`config.mk`:
```
export PLATFORM = sky130hd
export DESIGN_NAME = mem_port_arbiter
export DESIGN_NICKNAME = d
export VERILOG_FILES = /design/src/rtl/mem_port_arbiter.sv
export SDC_FILE = /design/constraint.sdc
export NUM_CORES = 1
export LEC_CHECK = 0
export CAP_MARGIN = 40
export CORE_MARGIN = 3
export CORE_UTILIZATION = 25
export CTS_CLUSTER_SIZE = 12
export DETAILED_ROUTE_END_ITERATION = 8
export HOLD_SLACK_MARGIN = 0.15
export PLACE_DENSITY = 0.57
export SLEW_MARGIN = 20
export SYNTH_ARGS = -nofsm -noshare
export SYNTH_HDL_FRONTEND = slang
export SYNTH_SLANG_ARGS = --single-unit
```
`constraint.sdc`:
```
create_clock -name clk -period 1.7 [get_ports clk]
set_input_delay 0.34 -clock clk [delete_from_list [all_inputs] [get_ports clk]]
set_output_delay 0.34 -clock clk [all_outputs]
set_load 0.1 [all_outputs]
```
`src/rtl/mem_port_arbiter.sv`:
```
`default_nettype none
// +--------------------------------------------------------------------------+
// | mem_port_arbiter                                                         |
// | Shares one synchronous-read memory between fetch and load/store ports    |
// | using 3-cycle IDLE/ACCESS/RESP transactions. Define ARB_RR_EN for        |
// | round-robin arbitration instead of data priority with fetch anti-starve. |
// | Revision: 1.0                                                            |
// +--------------------------------------------------------------------------+
module mem_port_arbiter #(
    parameter int ADDR_W     = 9,
    parameter int DATA_W     = 32,
    parameter int MAX_STARVE = 3
) (
    input  logic              clk,
    input  logic              rst,
    input  logic              i_req,
    input  logic [ADDR_W-1:0] i_addr,
    output logic              i_ack,
    output logic [DATA_W-1:0] i_rdata,
    input  logic              d_req,
    input  logic              d_we,
    input  logic [ADDR_W-1:0] d_addr,
    input  logic [DATA_W-1:0] d_wdata,
    output logic              d_ack,
    output logic [DATA_W-1:0] d_rdata,
    output logic              m_en,
    output logic              m_we,
    output logic [ADDR_W-1:0] m_addr,
    output logic [DATA_W-1:0] m_wdata,
    input  logic [DATA_W-1:0] m_rdata,
    output logic              busy
);

    localparam logic [1:0] c_IDLE   = 2'd0;
    localparam logic [1:0] c_ACCESS = 2'd1;
    localparam logic [1:0] c_RESP   = 2'd2;

    logic [1:0]        r_state;
    logic [1:0]        w_nextState;
    logic              r_grantFetch;
    logic              w_anyReq;
    logic              w_fetchWins;
    logic              w_grant;
    logic              w_resp;
    logic              r_mEn;
    logic              r_mWe;
    logic [ADDR_W-1:0] r_mAddr;
    logic [DATA_W-1:0] r_mWdata;
    logic [DATA_W-1:0] r_iRdata;
    logic [DATA_W-1:0] r_dRdata;

    assign w_anyReq = i_req | d_req;
    assign w_grant  = (r_state == c_IDLE) & w_anyReq;

`ifdef ARB_RR_EN
    logic r_lastFetch;

    // On a tie the port that did not win last time gets the memory.
    assign w_fetchWins = i_req & (~d_req | ~r_lastFetch);

    always_ff @(posedge clk) begin
        if (rst) begin
            r_lastFetch <= 1'b1;
        end else if (w_grant) begin
            r_lastFetch <= w_fetchWins;
        end
    end
`else
    localparam logic [3:0] c_MAX_STARVE = 4'(MAX_STARVE);

    logic [3:0] r_starveCnt;

    assign w_fetchWins = i_req & (~d_req | (r_starveCnt == c_MAX_STARVE));

    always_ff @(posedge clk) begin
        if (rst) begin
            r_starveCnt <= 4'd0;
        end else if (w_grant) begin
            if (w_fetchWins) begin
                r_starveCnt <= 4'd0;
            end else if (i_req && (r_starveCnt != c_MAX_STARVE)) begin
                r_starveCnt <= r_starveCnt + 4'd1;
            end
        end
    end
`endif

    always_ff @(posedge clk) begin
        if (rst) begin
            r_state <= c_IDLE;
        end else begin
            r_state <= w_nextState;
        end
    end

    always_comb begin
        w_nextState = r_state;
        case (r_state)
            c_IDLE:   if (w_anyReq) w_nextState = c_ACCESS;
            c_ACCESS: w_nextState = c_RESP;
            c_RESP:   w_nextState = c_IDLE;
            default:  w_nextState = c_IDLE;
        endcase
    end

    always_ff @(posedge clk) begin
        if (rst) begin
            r_mEn        <= 1'b0;
            r_mWe        <= 1'b0;
            r_mAddr      <= '0;
            r_mWdata     <= '0;
            r_grantFetch <= 1'b0;
            r_iRdata     <= '0;
            r_dRdata     <= '0;
        end else begin
            r_mEn <= 1'b0;
            r_mWe <= 1'b0;
            if (w_grant) begin
                r_mEn        <= 1'b1;
                r_mWe        <= ~w_fetchWins & d_we;
                r_mAddr      <= w_fetchWins ? i_addr : d_addr;
                r_mWdata     <= w_fetchWins ? '0 : d_wdata;
                r_grantFetch <= w_fetchWins;
            end
            // Capture the returned word so the port keeps it after its ack.
            if (r_state == c_RESP) begin
                if (r_grantFetch) begin
                    r_iRdata <= m_rdata;
                end else begin
                    r_dRdata <= m_rdata;
                end
            end
        end
    end

    assign w_resp  = (r_state == c_RESP);
    assign i_ack   = w_resp & r_grantFetch;
    assign d_ack   = w_resp & ~r_grantFetch;
    assign i_rdata = i_ack ? m_rdata : r_iRdata;
    assign d_rdata = d_ack ? m_rdata : r_dRdata;
    assign m_en    = r_mEn;
    assign m_we    = r_mWe;
    assign m_addr  = r_mAddr;
    assign m_wdata = r_mWdata;
    assign busy    = (r_state == c_ACCESS) | w_resp;

endmodule
`default_nettype wire
```
==> results of run 1 <==
## power breakdown
| part | internal [uW] | leakage, uW | switching (uW) | total [uW] |
|---|---|---|---|---|
| sequential | 2820 | 0.000930 | 126 | 2950 |
| clock | 2340 | 0.000281 | 1290 | 3630 |
| combinational | 1380 | 0.00276 | 1900 | 3270 |
## flip-flops by register name (all words and copies together) (netlist names)
signal        count
r_dRdata         32
m_wdata          32
r_iRdata         32
r_starveCnt       4
m_addr            9
m_we              1
r_state           2
m_en              1
r_grantFetch      1
## synth_stat cells
cell type    n
o21ai_0      1
buf_4        6
nand2b_1     1
o21a_1       1
nand4_1      3
mux2_1      27
a21oi_1      4
a211oi_1     9
nor3_2      20
mux2_2      37
ha_1         4
nor2_1      11
nand2_1      6
buf_2        7
buf_1        1
and2_1       1
nand4b_1     1
or3b_4       1
clkbuf_1    13
and4b_1     10
inv_1        3
a21o_1       1
buf_6        6
nand3_1      2
nor3b_1      2
mux2i_1     33
a31oi_1      1
nor3_1      13
o21ai_2      1
and4_1       1
nor4_1       9
nand4bb_1    1
a21oi_4      1
dfxtp_1    114
nor2b_1     67
## layout by cell type, fill, tap and decap left out, types with 2 or more instances in the layout
cell type and count:
dfxtp_1 110, a211oi_1 7, bufinv_16 3, nor4_2 7
nor3_2 20, a211oi_2 2, clkinv_2 3, clkdlybuf4s50_1 85
clkbuf_16 25, nor2_1 11, nand3_1 2, buf_12 120
nor4_1 2, mux2_2 3, inv_2 2, dfxtp_2 4
buf_6 9, buf_4 21, mux2i_2 2, ha_4 3
nand2_1 5, and4b_1 10, nor3_1 13, nand4_1 3
nor2b_1 66, clkinvlp_4 6, a21oi_1 4, mux2i_1 31
mux2_4 61
## metrics by stage
| step | hold slack [ns] | cell area, um^2 |
|---|---|---|
| floorplan | 0.450 | 5000 |
| global placement | 0.468 | 8420 |
| detailed placement | 0.490 | 8420 |
| CTS | 0.325 | 9150 |
| global route | 0.338 | 9580 |
| finish | 0.342 | 9580 |
## timing repair
action	4_1_cts	5_1_grt
buffers inserted	2	6
gates resized for setup	11	26
pin swaps	1	10
cloned	2	11
setup endpoints to repair	67	92
## layer usage
layer	vias up	share of wire [%]	GRT usage, %
met1	1914	42	17.1
met4	0	1.1	3.91
met3	14	8.1	6.72
met2	152	49	22.7
li1	1928	-	-
met5	-	0	0
## worst register-to-register path, stage by stage, from the launching register on
cell	delay [ns]
dfxtp_2	0.33
inv_2	0.05
buf_4	0.13
buf_6	0.10
buf_6	0.11
ha_4	0.17
buf_8	0.13
o21ai_4	0.09
buf_4	0.15
buf_4	0.09
nor2_1	0.04
and4_1	0.21
## kinds of logic after synthesis
family,Yosys count,share of synthesized area (%)
buffers and inverters,36,4.47
DFF,114,48.2
and+or+nand+nor,149,21.1
adders and majority gates,4,1.06
AOI/OAI and AO/OA,19,2.93
muxes,97,22.2
## path summary, 6_finish.rpt
path                  startpoint        endpoint
setup reg to reg      r_state[0]            m_we
hold reg to reg   r_starveCnt[1]  r_starveCnt[1]
hold / removal               rst     r_iRdata[4]
setup / recovery      r_state[0]      d_rdata[7]
## final cells by class
class | instances | area (um^2)
Inverter | 3 | 15.0
Tap cell | 229 | 287
Sequential cell | 114 | 2290
Clock inverter | 13 | 160
Multi-Input combinational cell | 269 | 2600
Timing Repair Buffer | 246 | 3790
Fill cell | 1532 | 8690
Clock buffer | 19 | 443
==> flow_summary.ini, run 1 <==
[sta]
slew_violations = 0
fin_setup_tns_ns = -31.90
min_period_over_period_pct = 133
tightest_slew_ns = 0.460
hold_viol = 0
finalSetupViolations = 68
rsz0062_at_grt = true
max-slew-margin-rel_pct = 69.4
setup_ws_ns = -0.554
fmax_mhz = 444
fin_crit_ns = 2.25
skew_ns = 0.00743

[cts]
htree_num_levels = 4
clk_pin_slew_ns = 0.05
root_buffer = clkbuf_16
insertion_delay_ns = 0.41
cts_tree = yes
clock_path_buffers = 2
cts_made_buffers = 17
hold_buffers = 0
cts.sinks = 114

[placed_design]
port_buffers = 196
dp_hpwl_um = 10600
dp_cells = 840
dp_worst_setup_slack_ns = -0.181
gp_congestion = 0.736

[logic_synthesis]
synthCells = 419
synth_seq_cells = 114
synthesis.nets = 510
synth-warning-count = 0
synth_area_per_cell_um2 = 11.3
yosysSeqAreaShare_pct = 48.2
synthDominantCellAreaShare_pct = 48.2
synth.distinct_cells = 35
synth.top_cells.by_area = dfxtp_1 48%, nor2b_1 8.9%, mux2_2 8.8%, mux2i_1 7.0%, mux2_1 6.4%
syn_area_um2 = 4730
yosysTopAreaCell = dfxtp_1

[cells_and_area]
final_core_util_pct = 52.5
drive_above_1_share_pct = 45.8
nets = 742
area_growth_pct = 102
instances_no_fill = 893
num_antenna_cells = 0

[route]
drc = 0
avgRoutedWirePerCell_um = 17.9
dr_total_vias = 4008
finalWirelength_um = 16000
viasPerCell = 4.49
drt_pre_antenna_iters = 4
detail-route-antenna-nets = 0
drt_iter0_drc = 135

[worst_setup_path]
ff2ff_setup_slack_ns = -0.01
path_delay_family = buffers and inverters
cp.depth = 7
path_cells = inv_2, ha_4, nor2b_4, buf_12, clkbuf_16, mux2_4, buf_12
crit_arrival_ns = 1.91
crit_buf_inv = 4
crit_fanout = 6
crit_required_ns = 1.36
critPathLaunchType = register
slowest_delay_ns = 0.32
rr_worst_depth = 11
crit_top_cell = buf_12
worst-setup-path-type = register to primary output
worst_setup_path_end_kind = primary output
crit_slowest_cell = dfxtp_2

[floorplan]
chipHeight_um = 144
die_w_um = 144
rows = 49
initial_utilization_pct = 25.9
core_um2 = 18300
ioPinCount = 197
dieArea_um2 = 20600

[power_and_ir_drop]
finalPower_uw = 9850
vdd_drop_max_uv = 691
p_per_area_nw_per_um2 = 1030
p_leak_uw = 0.00397

[global_routing]
grt.overflow.total = 0
grt_pass1_wl_um = 22800
gr-usage-all-layers_pct = 14.2
antenna_found_initial = 0
grt_max_degree = 39
grt_pass1_vias = 4248

[run_status]
failed_checks = negative setup slack
status = finished, violations left

[flow_run]
maxCapViolations = 0

[min_path]
min_path_type = primary input to register
worstHoldPathCells = 2
Note: power is estimated with default switching activity, not from simulation.
==> run 2: changes to the inputs <==
--- a/config.mk
+++ b/config.mk
@@ -6,7 +6,6 @@
 export NUM_CORES = 1
 export LEC_CHECK = 0
 export CAP_MARGIN = 40
-export CORE_MARGIN = 3
 export CORE_UTILIZATION = 25
 export CTS_CLUSTER_SIZE = 12
 export DETAILED_ROUTE_END_ITERATION = 8
==> run 2 against run 1 <==
- the flow still finishes with violations (negative setup slack)
- critical path depth is the same
- worst hold slack gained 0.0046 ns
- first-iteration DRC count grew 32%
- via count shrank 0.62%
- register-to-register slack lost 0.09 ns
- fmax grew 0.92%
- die area shrank 5.5%
- global-route usage grew 1.4 points
- setup slack gained 0.020 ns
- clock power shrank 9.1%
- non-clock buffer count shrank 2
- count of clock-buffer cells in the layout shrank 1
- largest power group unchanged
- highest routed layer unchanged
==> flow_summary.ini, run 2 (synthesized netlist as in run 1, its figures left out) <==
[sta]
skew_ns = 0.0109
max-slew-margin-rel_pct = 71.7
hold_viol = 0
finalSetupViolations = 68
slew_violations = 0
rsz0062_at_grt = true
fmax_mhz = 448
min_period_over_period_pct = 131
fin_crit_ns = 2.23
setup_ws_ns = -0.533
tightest_slew_ns = 0.425

[global_routing]
gr-usage-all-layers_pct = 15.5
grt.overflow.total = 0
grt_max_degree = 37
antenna_found_initial = 0
grt_pass1_wl_um = 23100
grt_pass1_vias = 4191

[cells_and_area]
final_core_util_pct = 51.4
final_common_cell = buf_12
num_antenna_cells = 0
nets = 740
drive_above_1_share_pct = 44.2
instances_no_fill = 890
area_growth_pct = 98.2
final_cell_mix = 121 x buf_12, 111 x dfxtp_1, 85 x clkdlybuf4s50_1, 64 x nor2b_1, 61 x mux2_4

[power_and_ir_drop]
p_per_area_nw_per_um2 = 1000
p_leak_uw = 0.00389
vdd_drop_max_uv = 668

[floorplan]
die_w_um = 140
dieArea_um2 = 19500
ioPinCount = 197
chipHeight_um = 140
rows = 49
initial_utilization_pct = 25.9
core_um2 = 18300

[cts]
hold_buffers = 0
root_buffer = clkbuf_16
cts_made_buffers = 17
clk_pin_slew_ns = 0.06
cts_tree = yes
insertion_delay_ns = 0.41
clock_path_buffers = 2
htree_num_levels = 4
cts.sinks = 114

[flow_run]
maxCapViolations = 0

[worst_setup_path]
worst-setup-path-type = register to primary output
rr_worst_depth = 9
crit_arrival_ns = 1.89
crit_fanout = 6
rr_startpoint = r_state[0]
critPathCapture = d_rdata[7]
critPathLaunchType = register
crit_required_ns = 1.36
worst_setup_path_end_kind = primary output
ff2ff_setup_slack_ns = -0.10
cp-startpoint = r_state[0]
rr_endpoint = r_dRdata[24]

[route]
dr_total_vias = 3983
detail-route-antenna-nets = 0
avgRoutedWirePerCell_um = 16.7
drt_iter0_drc = 178
drc = 0
viasPerCell = 4.48
finalWirelength_um = 14800
drt_pre_antenna_iters = 4

[placed_design]
dp_hpwl_um = 10200
dp_cells = 840
gp_congestion = 0.755
port_buffers = 196

[run_status]
status = finished, violations left
failed_checks = negative setup slack

[min_path]
min_path_type = primary input to register
==> run 2: metal layers <==
metal | global-route usage (%) | routed length, um
met1 | 18.7 | 6470
met2 | 24.7 | 7000
met4 | 5.84 | 210
met5 | 0 | 0
met3 | 6.33 | 1150
==> run 2: per-stage QoR <==
step	setup slack, ns	power, uW	setup TNS, ns	hold slack [ns]	instance area [um^2]
2_1_floorplan	-0.0999	4830	-2.67	0.450	5000
3_5_place_dp	-0.159	6040	-7.65	0.483	8460
4_1_cts	-0.558	9450	-34.22	0.329	9220
6_report	-0.533	9400	-32.95	0.346	9380
3_3_place_gp	-0.131	6010	-6.66	0.473	8460
5_1_grt	-0.610	9750	-37.60	0.338	9380
==> run 2: how the worst min path moves through the flow <==
stage / from / endpoint / cells past startpoint
2_1_floorplan: r_grantFetch / r_grantFetch / 2
5_1_grt: rst / r_dRdata[9] / 2
4_1_cts: rst / r_dRdata[21] / 2
6_report: rst / r_dRdata[9] / 2
3_3_place_gp: r_starveCnt[1] / r_starveCnt[1] / 2
3_5_place_dp: r_starveCnt[1] / r_starveCnt[1] / 2
==> run 2: power by group <==
part	switching, uW	internal [uW]	total, uW
clock	1270	2030	3300
combinational	1850	1310	3160
sequential	122	2820	2940
total	3240	6160	9400
==> run 2: area by class of cell <==
type / instances / area, um^2
fillers: 1553 / 8890
repair buffers: 244 / 3710
multi-input cells: 269 / 2530
flip-flops and latches: 114 / 2290
clock buffers: 18 / 439
well taps: 229 / 287
clock inverters: 13 / 114
inverters: 3 / 17.5
==> run 2: what timing repair did <==
action	in CTS	in global routing
pin swaps	2	2
gates resized for setup	13	12
gates cloned	4	2
endpoints found under the setup margin	67	81
hold endpoints to repair	0	0
buffers inserted	8	8
==> run 2: worst max-delay path: stages (launching register included) <==
cell and delay [ns]:
dfxtp_2 0.32, inv_2 0.07, ha_4 0.13, nor2b_4 0.17, buf_6 0.15, buf_12 0.14, mux2_4 0.33, buf_12 0.17
==> run 3: changes to the inputs <==
--- a/config.mk
+++ b/config.mk
@@ -10,7 +10,7 @@
 export CTS_CLUSTER_SIZE = 12
 export DETAILED_ROUTE_END_ITERATION = 8
 export HOLD_SLACK_MARGIN = 0.15
-export PLACE_DENSITY = 0.57
+export PLACE_DENSITY = 0.56
 export SLEW_MARGIN = 20
 export SYNTH_ARGS = -nofsm -noshare
 export SYNTH_HDL_FRONTEND = slang
==> constraint.sdc (replaced) <==
create_clock -name clk -period 2.7 [get_ports clk]
set_input_delay 0.54 -clock clk [delete_from_list [all_inputs] [get_ports clk]]
set_output_delay 0.54 -clock clk [all_outputs]
set_load 0.1 [all_outputs]
==> run 3 against run 2 <==
- the flow now finishes without violations
- first-iteration DRC count shrank 30%
- flip-flop and latch count is the same
- sequential power shrank 38%
- clock power shrank 33%
- wire length shrank 16%
- combinational power shrank 48%
- register-to-register slack gained 0.99 ns
==> flow_summary.ini, run 3 (synthesized netlist as in run 1, its figures left out) <==
[run_status]
status = finished, final reports clean

[placed_design]
gp_congestion = 0.800
port_buffers = 196
dp_hpwl_um = 8900
dp_worst_setup_slack_ns = 0.423

[worst_setup_path]
crit_required_ns = 2.16
crit_arrival_ns = 2.00
worst-setup-path-type = register to primary output
crit_top_cell = buf_12
crit_slowest_cell = mux2_1
rr_startpoint = r_state[0]
slowest_delay_ns = 0.41
crit_fanout = 33
worst_setup_path_end_kind = primary output
path_cells = inv_1, ha_1, nor2b_4, buf_12, mux2_1, buf_12
cp-startpoint = r_state[0]
critPathLaunchType = register

[power_and_ir_drop]
p_leak_uw = 0.00340
vdd_drop_max_uv = 396
p_per_area_nw_per_um2 = 704

[sta]
skew_ns = 0.00757
max-slew-margin-rel_pct = 60.3
min_period_over_period_pct = 93.9
setup_ws_ns = 0.165
tightest_slew_ns = 0.596
hold_viol = 0
slew_violations = 0
hold_slack_ns = 0.497
rsz0062_at_grt = false
fmax_mhz = 394
fin_crit_ns = 2.54
fin_setup_tns_ns = 0
finalSetupViolations = 0

[floorplan]
core_um2 = 18300
initial_utilization_pct = 25.9
chipHeight_um = 140
dieArea_um2 = 19500
rows = 49
ioPinCount = 197
die_w_um = 140

[cts]
cts_tree = yes
insertion_delay_ns = 0.40
root_buffer = clkbuf_16
htree_num_levels = 4
clk_pin_slew_ns = 0.05
cts_made_buffers = 17
hold_buffers = 0
cts_resized = 0
postCtsSetupRepairBufs = 0
cts.sinks = 114
clock_path_buffers = 2

[route]
avgRoutedWirePerCell_um = 14.7
wl_met3_um = 860
dr_total_vias = 3817
drt_pre_antenna_iters = 4
viasPerCell = 4.49
detail-route-antenna-nets = 0
drt_iter0_drc = 124
routed.top_layer = met4
wirelength_met1_um = 5450
finalWirelength_um = 12500
route.met2.wl_um = 6040
drc = 0

[global_routing]
grt_pass1_vias = 3991
gr-usage-all-layers_pct = 13.4
antenna_found_initial = 0
grt_pass1_wl_um = 20300
grt.overflow.total = 0
grt_max_degree = 49

[cells_and_area]
nets = 702
final_core_util_pct = 44.2
drive_above_1_share_pct = 33.8
seq_area_um2 = 2280
fill_cells = 1677
final_cell_mix = 114 x dfxtp_1, 85 x clkdlybuf4s50_1, 72 x buf_12, 66 x nor2b_1, 49 x buf_4
area_growth_pct = 70.6
final_common_cell = dfxtp_1
num_antenna_cells = 0
multi_input_area_um2 = 2250

[min_path]
min_path_type = register to register
min_from = r_starveCnt[1]

[flow_run]
maxCapViolations = 0
==> run 3: cell count changes in the layout (fill, tap and decap cells not counted), moves of 5 or more <==
cell        previous run  this run
clkinvlp_4             6         1
mux2_4                61         0
clkbuf_8               1         6
buf_6                  8         0
mux2_1                 0        27
buf_12               121        72
mux2_2                 3        37
buf_4                 24        49
==> run 3: path summary, 6_finish.rpt <==
path	to	slack, ns	cells past startpoint
max	d_rdata[7]	0.16	6
min	r_starveCnt[1]	0.50	2
max reg2reg	m_wdata[4]	0.89	6
min reg2reg	r_starveCnt[1]	0.50	2
==> run 3: report_power, final <==
group	switching (uW)	leakage, uW	internal, uW
combinational	1110	0.00218	538
sequential	44.3	0.000929	1780
clock	727	0.000287	1490
==> run 3: routing by layer <==
layer  vias up  track usage, %
met5         -               0
li1       1846               -
met2       153            22.5
met3        11            4.58
met4         0            5.26
met1      1807            15.5
==> run 3: through the flow <==
step / cells / total power [uW] / area [um^2]
3_5_place_dp: 821 / 3510 / 7490
4_1_cts: 850 / 5770 / 8080
2_1_floorplan: 419 / 2990 / 4730
5_1_grt: 850 / 5910 / 8080
3_3_place_gp: 821 / 3500 / 7490
6_report: 850 / 5690 / 8080
==> run 3: final cells by class <==
type | count | area share [%]
inverter | 3 | 0.139
sequential | 114 | 28.3
clock buffer | 25 | 6.38
clock inverter | 4 | 0.898
tap | 229 | 3.55
timing repair buffer | 206 | 32.9
multi-input combinational | 269 | 27.9
==> run 3: worst max-delay path, delay by kind of cell (launching register included) <==
family | cells | cell delay (ns)
mux | 1 | 0.41
buf+inv | 3 | 0.51
fa+ha+maj | 1 | 0.17
simple gates | 1 | 0.16
flops | 1 | 0.33
